**src/rtl/extmem_pkg.sv**
```systemverilog
// Shared definitions for the external-memory word interface: region base
// addresses, pixel width and the DMA master state encoding.
package extmem_pkg;

    localparam logic [31:0] OFS_INF_CONV = 32'h0000_0000;
    localparam logic [31:0] OFS_FMI      = 32'h0020_0000;
    localparam logic [31:0] OFS_FMO      = 32'h0040_0000;
    localparam logic [31:0] OFS_KEX      = 32'h0060_0000;
    localparam logic [31:0] OFS_KPW      = 32'h01A0_0000;
    localparam logic [31:0] OFS_KDW      = 32'h02C0_0000;

    localparam int unsigned PX_W = 16;

    typedef enum logic [2:0] {
        IDLE      = 3'd0,
        RD_REQ    = 3'd1,
        RD_WAIT   = 3'd2,
        WR_STREAM = 3'd3,
        DONE      = 3'd4
    } dma_state_t;

endpackage

```
**src/rtl/extmem_dma_master.sv**
```systemverilog
// Block-transfer DMA master between the external word memory and one local RAM port.
// Loads issue one read at a time with a timeout; stores stream one word per cycle.
module extmem_dma_master
    import extmem_pkg::*;
#(
    parameter int unsigned DATA_W  = 16,
    parameter int unsigned LADDR_W = 12,
    parameter int unsigned LEN_W   = 16,
    parameter int unsigned TIMEOUT = 1024
) (
    input  logic               clk,
    input  logic               rst,
    input  logic               cmd_valid,
    output logic               cmd_ready,
    input  logic               cmd_write,
    input  logic [31:0]        cmd_ext_addr,
    input  logic [LADDR_W-1:0] cmd_loc_addr,
    input  logic [LEN_W-1:0]   cmd_len,
    output logic               request_extmem,
    output logic               write_extmem,
    output logic [31:0]        addr_extmem,
    output logic [31:0]        w_data,
    input  logic               valid_extmem,
    input  logic [31:0]        data_extmem,
    output logic               loc_wr_en,
    output logic [LADDR_W-1:0] loc_wr_addr,
    output logic [DATA_W-1:0]  loc_wr_data,
    output logic               loc_rd_en,
    output logic [LADDR_W-1:0] loc_rd_addr,
    input  logic [DATA_W-1:0]  loc_rd_data,
    output logic               busy,
    output logic               done,
    output logic               err_timeout
);

    localparam int unsigned TO_W = $clog2(TIMEOUT + 1);

    dma_state_t         state_q, state_d;
    logic [LEN_W-1:0]   cnt_q, cnt_d;
    logic [TO_W-1:0]    tcnt_q, tcnt_d;
    logic [31:0]        ext_addr_q, ext_addr_d;
    logic [LADDR_W-1:0] loc_addr_q, loc_addr_d;

    logic               cmd_ready_q, cmd_ready_d;
    logic               req_q, req_d;
    logic               wr_q, wr_d;
    logic [31:0]        addr_q, addr_d;
    logic               lwe_q, lwe_d;
    logic [LADDR_W-1:0] lwa_q, lwa_d;
    logic [DATA_W-1:0]  lwd_q, lwd_d;
    logic               lre_q, lre_d;
    logic [LADDR_W-1:0] lra_q, lra_d;
    logic               busy_q, busy_d;
    logic               done_q, done_d;
    logic               err_q, err_d;

    logic               accept;
    logic               unused_data_hi;

    assign accept         = cmd_valid && cmd_ready_q && (state_q == IDLE);
    assign unused_data_hi = ^data_extmem[31:DATA_W];

    // Next-state, counter and output-register logic
    always_comb begin
        state_d     = state_q;
        cnt_d       = cnt_q;
        tcnt_d      = tcnt_q;
        ext_addr_d  = ext_addr_q;
        loc_addr_d  = loc_addr_q;
        req_d       = 1'b0;
        wr_d        = 1'b0;
        addr_d      = addr_q;
        lwe_d       = 1'b0;
        lwa_d       = lwa_q;
        lwd_d       = lwd_q;
        lre_d       = 1'b0;
        lra_d       = lra_q;
        err_d       = err_q;

        case (state_q)
            IDLE: begin
                if (accept) begin
                    err_d = 1'b0;
                    if (cmd_len == '0) begin
                        state_d = DONE;
                    end else if (cmd_write) begin
                        state_d    = WR_STREAM;
                        lre_d      = 1'b1;
                        lra_d      = cmd_loc_addr;
                        loc_addr_d = cmd_loc_addr + LADDR_W'(1);
                        cnt_d      = cmd_len - LEN_W'(1);
                        ext_addr_d = cmd_ext_addr;
                    end else begin
                        state_d    = RD_REQ;
                        req_d      = 1'b1;
                        addr_d     = cmd_ext_addr;
                        ext_addr_d = cmd_ext_addr + 32'd1;
                        loc_addr_d = cmd_loc_addr;
                        cnt_d      = cmd_len;
                    end
                end
            end
            RD_REQ: begin
                // The request cycle itself counts toward the timeout
                state_d = RD_WAIT;
                tcnt_d  = TO_W'(1);
            end
            RD_WAIT: begin
                if (valid_extmem) begin
                    lwe_d      = 1'b1;
                    lwa_d      = loc_addr_q;
                    lwd_d      = data_extmem[DATA_W-1:0];
                    loc_addr_d = loc_addr_q + LADDR_W'(1);
                    cnt_d      = cnt_q - LEN_W'(1);
                    if (cnt_q == LEN_W'(1)) begin
                        state_d = DONE;
                    end else begin
                        state_d    = RD_REQ;
                        req_d      = 1'b1;
                        addr_d     = ext_addr_q;
                        ext_addr_d = ext_addr_q + 32'd1;
                    end
                end else if (tcnt_q >= TO_W'(TIMEOUT - 1)) begin
                    err_d   = 1'b1;
                    state_d = DONE;
                end else begin
                    tcnt_d = tcnt_q + TO_W'(1);
                end
            end
            WR_STREAM: begin
                // Each local read issued last cycle becomes an external write now
                if (lre_q) begin
                    wr_d       = 1'b1;
                    addr_d     = ext_addr_q;
                    ext_addr_d = ext_addr_q + 32'd1;
                end else begin
                    state_d = DONE;
                end
                if (cnt_q != '0) begin
                    lre_d      = 1'b1;
                    lra_d      = loc_addr_q;
                    loc_addr_d = loc_addr_q + LADDR_W'(1);
                    cnt_d      = cnt_q - LEN_W'(1);
                end
            end
            DONE: begin
                state_d = IDLE;
            end
            default: begin
                state_d = IDLE;
            end
        endcase

        cmd_ready_d = (state_d == IDLE);
        busy_d      = (state_d != IDLE);
        done_d      = (state_d == DONE);
    end

    always_ff @(posedge clk or posedge rst) begin
        if (rst) begin
            state_q     <= IDLE;
            cnt_q       <= '0;
            tcnt_q      <= '0;
            ext_addr_q  <= '0;
            loc_addr_q  <= '0;
            cmd_ready_q <= 1'b0;
            req_q       <= 1'b0;
            wr_q        <= 1'b0;
            addr_q      <= '0;
            lwe_q       <= 1'b0;
            lwa_q       <= '0;
            lwd_q       <= '0;
            lre_q       <= 1'b0;
            lra_q       <= '0;
            busy_q      <= 1'b0;
            done_q      <= 1'b0;
            err_q       <= 1'b0;
        end else begin
            state_q     <= state_d;
            cnt_q       <= cnt_d;
            tcnt_q      <= tcnt_d;
            ext_addr_q  <= ext_addr_d;
            loc_addr_q  <= loc_addr_d;
            cmd_ready_q <= cmd_ready_d;
            req_q       <= req_d;
            wr_q        <= wr_d;
            addr_q      <= addr_d;
            lwe_q       <= lwe_d;
            lwa_q       <= lwa_d;
            lwd_q       <= lwd_d;
            lre_q       <= lre_d;
            lra_q       <= lra_d;
            busy_q      <= busy_d;
            done_q      <= done_d;
            err_q       <= err_d;
        end
    end

    assign cmd_ready      = cmd_ready_q;
    assign request_extmem = req_q;
    assign write_extmem   = wr_q;
    assign addr_extmem    = addr_q;
    // Local RAM data lands one cycle after the read, so it is forwarded straight out
    assign w_data         = wr_q ? 32'(loc_rd_data) : 32'd0;
    assign loc_wr_en      = lwe_q;
    assign loc_wr_addr    = lwa_q;
    assign loc_wr_data    = lwd_q;
    assign loc_rd_en      = lre_q;
    assign loc_rd_addr    = lra_q;
    assign busy           = busy_q;
    assign done           = done_q;
    assign err_timeout    = err_q;

endmodule

```
**config.mk**
```make
export PLATFORM = sky130hd
export DESIGN_NAME = extmem_dma_master
export DESIGN_NICKNAME = d
export VERILOG_FILES = /design/src/rtl/extmem_pkg.sv /design/src/rtl/extmem_dma_master.sv
export SDC_FILE = /design/constraint.sdc
export NUM_CORES = 1
export LEC_CHECK = 0
export ABC_AREA = 0
export CAP_MARGIN = 20
export CORE_ASPECT_RATIO = 1.4
export CORE_MARGIN = 2
export CORE_UTILIZATION = 50
export CTS_CLUSTER_DIAMETER = 40
export CTS_CLUSTER_SIZE = 12
export DETAILED_ROUTE_END_ITERATION = 12
export GPL_TIMING_DRIVEN = 0
export PLACE_DENSITY = 0.81
export SLEW_MARGIN = 10
export SYNTH_ARGS = -nofsm -noshare
export SYNTH_HDL_FRONTEND = slang
export SYNTH_SLANG_ARGS = --single-unit
```
**constraint.sdc**
```tcl
create_clock -name clk -period 7.5 [get_ports clk]
set_input_delay 1.5 -clock clk [delete_from_list [all_inputs] [get_ports clk]]
set_output_delay 1.5 -clock clk [all_outputs]
set_load 0.05 [all_outputs]
```
==> results of run 1 <==
final cells by class:
type	instances	area, sq um
Tap cell	240	300
Clock inverter	13	154
Fill cell	1471	5870
Buffer	75	355
Multi-Input combinational cell	795	4920
Timing Repair Buffer	195	1960
Clock buffer	19	433
Sequential cell	154	3850
Inverter	19	78.8
synthesized netlist by cell type, types with 3 or more instances:
master	n	area share
a21o_1	7	0.0058
a21oi_1	90	0.049
a22o_1	6	0.0058
a22oi_1	5	0.0041
a2bb2oi_1	13	0.012
a32oi_1	3	0.0029
and2_1	25	0.017
and3_1	19	0.013
and4_1	6	0.0058
buf_1	11	0.0045
buf_2	5	0.0027
buf_4	16	0.013
clkbuf_1	42	0.017
dfrtp_1	154	0.42
ha_1	9	0.012
inv_1	19	0.0078
mux2_2	28	0.035
mux2i_1	38	0.042
nand2_1	109	0.045
nand2b_1	8	0.0055
nand3_1	51	0.028
nand4_1	26	0.018
nand4b_1	3	0.0029
nor2_1	64	0.026
nor2b_1	6	0.0041
nor3_1	27	0.015
nor4_1	8	0.0055
nor4b_1	5	0.0048
o211ai_1	3	0.0025
o21a_1	3	0.0025
o21ai_0	86	0.047
o22a_1	8	0.0077
o22ai_1	15	0.010
o2bb2ai_1	3	0.0029
o31ai_1	5	0.0041
o32ai_1	3	0.0029
or3_1	7	0.0048
or4_1	4	0.0033
xnor2_1	39	0.037
xor2_1	20	0.019
power groups by stage:
| stage | registers (mW) | clock network [mW] | logic [mW] |
|---|---|---|---|
| 2_1_floorplan | 2.18 | 0 | 1.26 |
| 3_3_place_gp | 1.53 | 0 | 2.85 |
| 3_5_place_dp | 1.55 | 0 | 2.90 |
| 4_1_cts | 1.54 | 0.882 | 2.91 |
| 5_1_grt | 1.59 | 0.915 | 3.12 |
| 6_report | 1.55 | 0.878 | 2.93 |
cell families (layout without fill, tap and decap cells):
| logic type | after synthesis | count (layout) | synth area share |
|---|---|---|---|
| AOI/OAI and AO/OA | 266 | 266 | 0.176 |
| xor gates and xnor gates | 59 | 59 | 0.0566 |
| adders and majority gates | 9 | 9 | 0.0123 |
| buffers and inverters | 94 | 321 | 0.0467 |
| DFF | 154 | 154 | 0.422 |
| muxes | 66 | 66 | 0.0762 |
| other | 1 | 16 | 0.000411 |
| and+or+nand+nor | 379 | 379 | 0.210 |
sequential cells by signal, indices dropped and copies added (netlist names):
name,flops
write_extmem,1
addr_extmem,32
loc_wr_addr,12
loc_addr_q,12
loc_rd_en,1
loc_rd_addr,12
cnt_q,16
err_timeout,1
busy,1
tcnt_q,11
state_q,3
loc_wr_en,1
ext_addr_q,32
cmd_ready,1
done,1
request_extmem,1
loc_wr_data,16
through the flow:
stage / setup WS (ns) / hold slack (ns)
after global placement: -0.256 / 0.462
after floorplan: 1.85 / 0.460
after global routing: 2.91 / 0.487
after CTS: 3.08 / 0.480
final: 3.05 / 0.475
after detailed placement: 2.64 / 0.470
critical path, delay by kind of cell:
kind            cells  cell delay, ns
compound gates      3            0.54
simple gates        3            1.41
fa+ha+maj           1            0.24
buf+inv             3            1.06
metal layers:
layer / vias to the layer above / GRT usage / part of all wire
met4: 0 / 0.158 / 0.042
met1: 4203 / 0.338 / 0.37
met3: 93 / 0.0632 / 0.086
li1: 4153 / - / -
met5: - / 0 / 0
met2: 494 / 0.508 / 0.50
worst max path at each step:
stage / end / slack (ns) / cells past startpoint
floorplan: addr_extmem[0] / 1.85 / 1
global placement: addr_extmem[2] / -0.26 / 2
detailed placement: addr_extmem[5] / 2.64 / 10
CTS: addr_extmem[5] / 3.08 / 10
global route: addr_extmem[5] / 2.91 / 10
finish: addr_extmem[5] / 3.05 / 10
==> metrics.yaml, run 1 <==
crit_start: "cmd_len[0]"
r2r-end: "addr_extmem[5]"
post_dp_cell_area_sq_um: 11500
async_flop_share: 1.00
vdd_drop_max_mv: 0.324
start_kind: "primary input"
coreArea_sq_um: 17900
grt_use_total: 0.293
die_h_um: 164
layout_common_cells: "clkdlybuf4s50_1, dfrtp_1, nand2_1"
synth-seq-area-share: 0.422
grt-ovfl-total: 0
cts_resized: 0
cts_max_path_buffers: 2
hold_class: "reg2reg"
drc: 0
crit_chain: "clkdlybuf4s50_1, inv_1, ha_1, or4b_2, nor4_4, o31ai_1, nand3_1, clkbuf_1, a21oi_1, a21o_1"
gp_congestion: 0.943
p_sw_mw: 2.64
outcome: "completed"
cts.sinks: 154
finalCriticalPeriod_ns: 4.45
hpwl_mm: 21.1
ant_nets: 0
power_frac_clock: 0.164
crit_path_end_kind: "flop"
dieWidth_um: 118
worstPathArrival_ns: 4.77
critPathMaxStageDelay_ns: 0.64
worstMarginPinSlew_ns: 0.989
antenna_found_initial: 0
synth-seq-cells: 154
post_drt_wl_per_cell_um: 18.9
min_path_cells: 1
power.leakage_nw: 4.96
synth_edf_count: 0
reg2reg_depth: 7
cts_tree: "built"
finalSetupViolations: 0
powerDensity_nw_per_um2: 445
fin_setup_tns_ns: 0
p_comb_frac: 0.547
synth_area_sq_um: 9140
hold_end: "addr_extmem[18]"
hold_viol: 0
p_int_mw: 2.72
hold_path.startpoint: "addr_extmem[18]"
cp.required_ns: 7.82
port_buffers: 192
layout-drive-gt1-share: 0.0748
finalNonFillerCells: 1510
max_freq_ghz: 0.225
drt_first_pass_iters: 6
final_core_util: 0.672
critPathKind: "in2reg"
design_area_sq_um: 12100
ys_types: 63
drt_iter0_drc: 887
relSlewSlack: 0.336
synthFlopType: "dfrtp_1"
reg2reg_slack_ns: 4.00
netSwitchingFraction: 0.493
cts-buffers-inserted: 17
maxCapViolCount: 0
clockRootBuffer: "clkbuf_16"
final_nets: 1379
final_common_cell: "clkdlybuf4s50_1"
synth_cells: 1028
rows: 58
worstReg2RegStart: "cnt_q[2]"
n_antenna_cell: 0
grt_max_degree: 120
wirelength_mm: 28.6
syn_area_per_cell_sq_um: 8.89
area_growth_pct: 31.9
p_total_mw: 5.36
path_max_fanout: 10
place_inst: 1477
hold_buffers: 0
clock_latency_ns: 0.44
postCtsSetupRepairBufs: 0
vias: 8943
die_area_sq_um: 19400
start_util: 0.510
min_period_over_period: 0.593
critPathSlowestCell: "or4b_2"
num_io_pins: 225
grt_pass1_wl_mm: 44.6
finalClockSkew_ns: 0.0122
seqPwrFrac: 0.289
cts.htree.levels: 4
clk_pin_slew_ns: 0.07
first_global_vias: 8694
final-max-slew-violation-count: 0
ys_warn_count: 0
rsz0062_at_grt: "no"
avgViaCountPerCell: 5.92
No activity file was read; power rests on OpenSTA's default activity.
==> run 2, diff against run 1 <==
Clock period 7.5 ns to 4.65 ns, I/O delays scaled along.
==> metrics.yaml, run 2 (synthesis results as in run 1) <==
final_core_util: 0.674
drc: 0
design_area_sq_um: 12100
antenna_found_initial: 0
clk_pin_slew_ns: 0.06
power.leakage_nw: 4.95
grt_pass1_wl_mm: 45.1
grt_use_total: 0.295
finalSetupViolations: 0
rows: 58
wirelength_mm: 28.9
finalNonFillerCells: 1511
dieWidth_um: 118
finalWorstSetupSlack_ns: 0.830
finalClockSkew_ns: 0.0109
critPathKind: "in2reg"
grt_max_degree: 39
post_dp_cell_area_sq_um: 11500
cts_tree: "built"
finalCriticalPeriod_ns: 3.82
cts_resized: 0
relSlewSlack: 0.339
clock_latency_ns: 0.44
hold_viol: 0
final_nets: 1380
hpwl_mm: 21.3
grt-ovfl-total: 0
use_met3: 0.0625
ant_nets: 0
fin_setup_tns_ns: 0
crit_chain: "clkdlybuf4s50_1, inv_1, ha_1, or4b_2, nor4_4, o31ai_1, nand3_1, clkbuf_1, a21oi_1, a21o_1"
cts-buffers-inserted: 17
worstPathArrival_ns: 4.14
final_common_cell: "clkdlybuf4s50_1"
post_drt_wl_per_cell_um: 19.1
num-fill-cells: 1475
drt_first_pass_iters: 5
place_inst: 1479
start_util: 0.510
final-max-slew-violation-count: 0
regArea_sq_um: 3850
die_area_sq_um: 19400
area_growth_pct: 32.2
avgViaCountPerCell: 6.00
min_period_over_period: 0.821
layout-drive-gt1-share: 0.0787
crit_path_end_kind: "flop"
num_io_pins: 225
outcome: "completed"
vdd_drop_max_mv: 0.469
pre_cts_slack_ns: 0.441
start_kind: "primary input"
rsz0062_at_grt: "no"
layout_common_cells: "clkdlybuf4s50_1, dfrtp_1, nand2_1"
coreArea_sq_um: 17900
vias: 9070
crit_start: "cmd_len[0]"
hold_path.startpoint: "addr_extmem[11]"
port_buffers: 192
maxCapViolCount: 0
n_antenna_cell: 0
p_total_mw: 8.57
met2_usage: 0.511
top_usage_layer: "met2"
reg2reg_slack_ns: 1.33
cts.sinks: 154
gp_congestion: 0.977
hold_ws_ns: 0.479
drt_iter0_drc: 740
cts_max_path_buffers: 2
cp.required_ns: 4.97
postCtsSetupRepairBufs: 0
hold_class: "reg2reg"
max_freq_ghz: 0.262
powerDensity_nw_per_um2: 710
critPathMaxStageDelay_ns: 0.64
clockRootBuffer: "clkbuf_16"
path_max_fanout: 10
first_global_vias: 8814
worstReg2RegStart: "cnt_q[2]"
critPathSlowestCell: "or4b_2"
hold_buffers: 0
met1_usage: 0.344
die_h_um: 164
multi_input_area_sq_um: 4930
cts.htree.levels: 4
worstMarginPinSlew_ns: 0.979
-- run 2: worst paths after layout --
path | to | cells past startpoint
min in group asynchronous | loc_wr_data[14] | 2
max in group asynchronous | ext_addr_q[15] | 3
max reg2reg | addr_extmem[5] | 7
max | addr_extmem[5] | 10
min | addr_extmem[11] | 1
min reg2reg | addr_extmem[11] | 1
-- run 2: cell type report --
cell class / count / share of cell area
multi-input combinational: 795 / 0.408
buffer: 75 / 0.0294
clock buffer: 19 / 0.0375
sequential: 154 / 0.319
clock inverter: 13 / 0.00881
timing repair buffer: 196 / 0.166
inverter: 19 / 0.00622
tap: 240 / 0.0249
-- run 2: routing by layer --
| layer | routed length [um] | vias to the layer above |
|---|---|---|
| met5 | 0 | - |
| met4 | 1140 | 0 |
| met3 | 2380 | 102 |
| met2 | 14600 | 520 |
| met1 | 10800 | 4286 |
| li1 | - | 4162 |
-- run 2: where the power goes --
part           leakage [nW]  internal [mW]  switching, mW  total (mW)
clock network         0.273          0.723          0.605        1.33
registers              1.84           1.96          0.538        2.50
logic                  2.84           1.62           3.13        4.75
total                  4.95           4.30           4.27        8.57
-- run 2: worst max-delay path: cells and delay by family --
family	cells	cell delay [ns]
adder cells (fa/ha/maj)	1	0.25
AND/OR/NAND/NOR	3	1.42
AO/OA/AOI/OAI	3	0.42
buffers and inverters	3	1.12
==> run 3, diff against run 2 <==
Settings changed: CORE_UTILIZATION 50 to 46, PLACE_DENSITY 0.81 to 0.78.
Clock period 4.65 ns to 3.1 ns, I/O delays scaled along.
==> metrics.yaml, run 3 (synthesis results as in run 1) <==
dr_wl_met2_mm: 14.8
critPathMaxStageDelay_ns: 0.48
layout-drive-gt1-share: 0.0998
hold_path.startpoint: "addr_extmem[5]"
hpwl_mm: 21.7
dieWidth_um: 123
finalCriticalPeriod_ns: 3.04
cts.sinks: 154
hold_buffers: 0
powerDensity_nw_per_um2: 1070
max_freq_ghz: 0.329
avgViaCountPerCell: 5.88
maxCapViolCount: 0
vdd_drop_max_mv: 0.831
crit_chain: "clkdlybuf4s50_1, inv_1, ha_2, or4b_4, nor4_4, buf_4, nor2_2, buf_6, a2111o_1, or3_4"
ant_nets: 0
start_util: 0.464
path_max_fanout: 10
outcome: "completed"
vias: 8972
area_growth_pct: 33.9
worstMarginPinSlew_ns: 0.945
grt_use_total: 0.281
final_core_util: 0.621
cts_tree: "built"
cp.required_ns: 3.42
layout_common_cells: "clkdlybuf4s50_1, dfrtp_1, nand2_1"
min_period_over_period: 0.982
power.leakage_nw: 5.06
critPathSlowestCell: "clkdlybuf4s50_1"
drt_first_pass_iters: 5
final_nets: 1383
port_buffers: 192
start_kind: "primary input"
clock_latency_ns: 0.44
dr_wl_met3_mm: 2.46
finalSetupViolations: 0
hold_viol: 0
crit_start: "cmd_len[0]"
post_drt_wl_per_cell_um: 19.3
cts_max_path_buffers: 2
worstPathArrival_ns: 3.36
die_area_sq_um: 21000
first_global_vias: 8724
cts.htree.levels: 4
crit_path_end_kind: "flop"
m1WireLength_mm: 11.0
antenna_found_initial: 0
worstReg2RegStart: "state_q[2]"
reg2reg_depth: 9
fin_setup_tns_ns: 0
pre_cts_slack_ns: -0.786
rows: 61
min_path_cells: 1
drc: 0
coreArea_sq_um: 19700
wirelength_mm: 29.5
finalWorstSetupSlack_ns: 0.0568
final_common_cell: "clkdlybuf4s50_1"
die_h_um: 171
finalNonFillerCells: 1525
n_antenna_cell: 0
clk_pin_slew_ns: 0.07
final-max-slew-violation-count: 0
critPathKind: "in2reg"
grt_max_degree: 39
clockRootBuffer: "clkbuf_16"
highest_layer: "met4"
relSlewSlack: 0.365
num_io_pins: 225
place_inst: 1491
gp_congestion: 0.956
cts-buffers-inserted: 17
grt_pass1_wl_mm: 45.6
drt_iter0_drc: 761
finalClockSkew_ns: 0.0124
hold_class: "reg2reg"
grt-ovfl-total: 0
run 3: changes by cell type in the layout (fill, tap and decap cells not counted), sizes merged:
| cell | before | now |
|---|---|---|
| clkbuf | 61 | 63 |
| clkinv | 5 | 7 |
| bufinv | 0 | 2 |
| buf | 37 | 38 |
| clkdlybuf4s50 | 192 | 191 |
| inv | 24 | 20 |
| dlymetal6s2s | 0 | 1 |
| clkinvlp | 3 | 2 |
run 3: critical path: cells and delay by family:
kind / cells / cell delay [ns]
compound gates: 1 / 0.42
fa+ha+maj: 1 / 0.22
buf+inv: 4 / 0.93
simple gates: 4 / 1.16
run 3: power by group:
part | internal (mW) | leakage (nW) | switching, mW | total [mW]
clock | 1.21 | 0.284 | 0.893 | 2.11
combinational | 2.51 | 2.93 | 4.71 | 7.22
sequential | 2.94 | 1.84 | 0.811 | 3.75
run 3: what timing repair did:
item                       in CTS  in global routing
setup endpoints to repair      83                 54
resized for setup              25                 15
pin swaps                       2                  2
buffers inserted                1                  2
run 3: routing by layer:
metal / vias up / GRT usage
met2: 473 / 0.475
met4: 0 / 0.144
met3: 97 / 0.0600
met1: 4244 / 0.333
met5: - / 0
li1: 4158 / -
run 3: path summary, 6_finish.rpt:
kind,end,slack (ns)
setup / recovery,busy,0.06
hold / removal,addr_extmem[5],0.48
setup reg to reg,ext_addr_q[25],0.19
hold reg to reg,addr_extmem[5],0.48
max in group asynchronous,cnt_q[7],1.40
min in group asynchronous,loc_wr_data[9],0.62
run 3: final cells by class:
type                            count  area (sq um)
Tap cell                          252           315
Timing Repair Buffer              200          2030
Multi-Input combinational cell    795          4990
Buffer                             74           379
Clock inverter                     12           143
Sequential cell                   154          3850
Inverter                           19          75.1
Fill cell                        1678          7460
Clock buffer                       19           443
run 3: stage by stage:
| stage | cell area, sq um | hold slack (ns) | total power [mW] |
|---|---|---|---|
| 6_report | 12200 | 0.477 | 13.1 |
| 5_1_grt | 12200 | 0.498 | 13.7 |
| 4_1_cts | 12200 | 0.481 | 13.0 |
| 3_5_place_dp | 11500 | 0.470 | 10.8 |
| 3_3_place_gp | 11400 | 0.463 | 10.6 |
| 2_1_floorplan | 9200 | 0.460 | 8.30 |
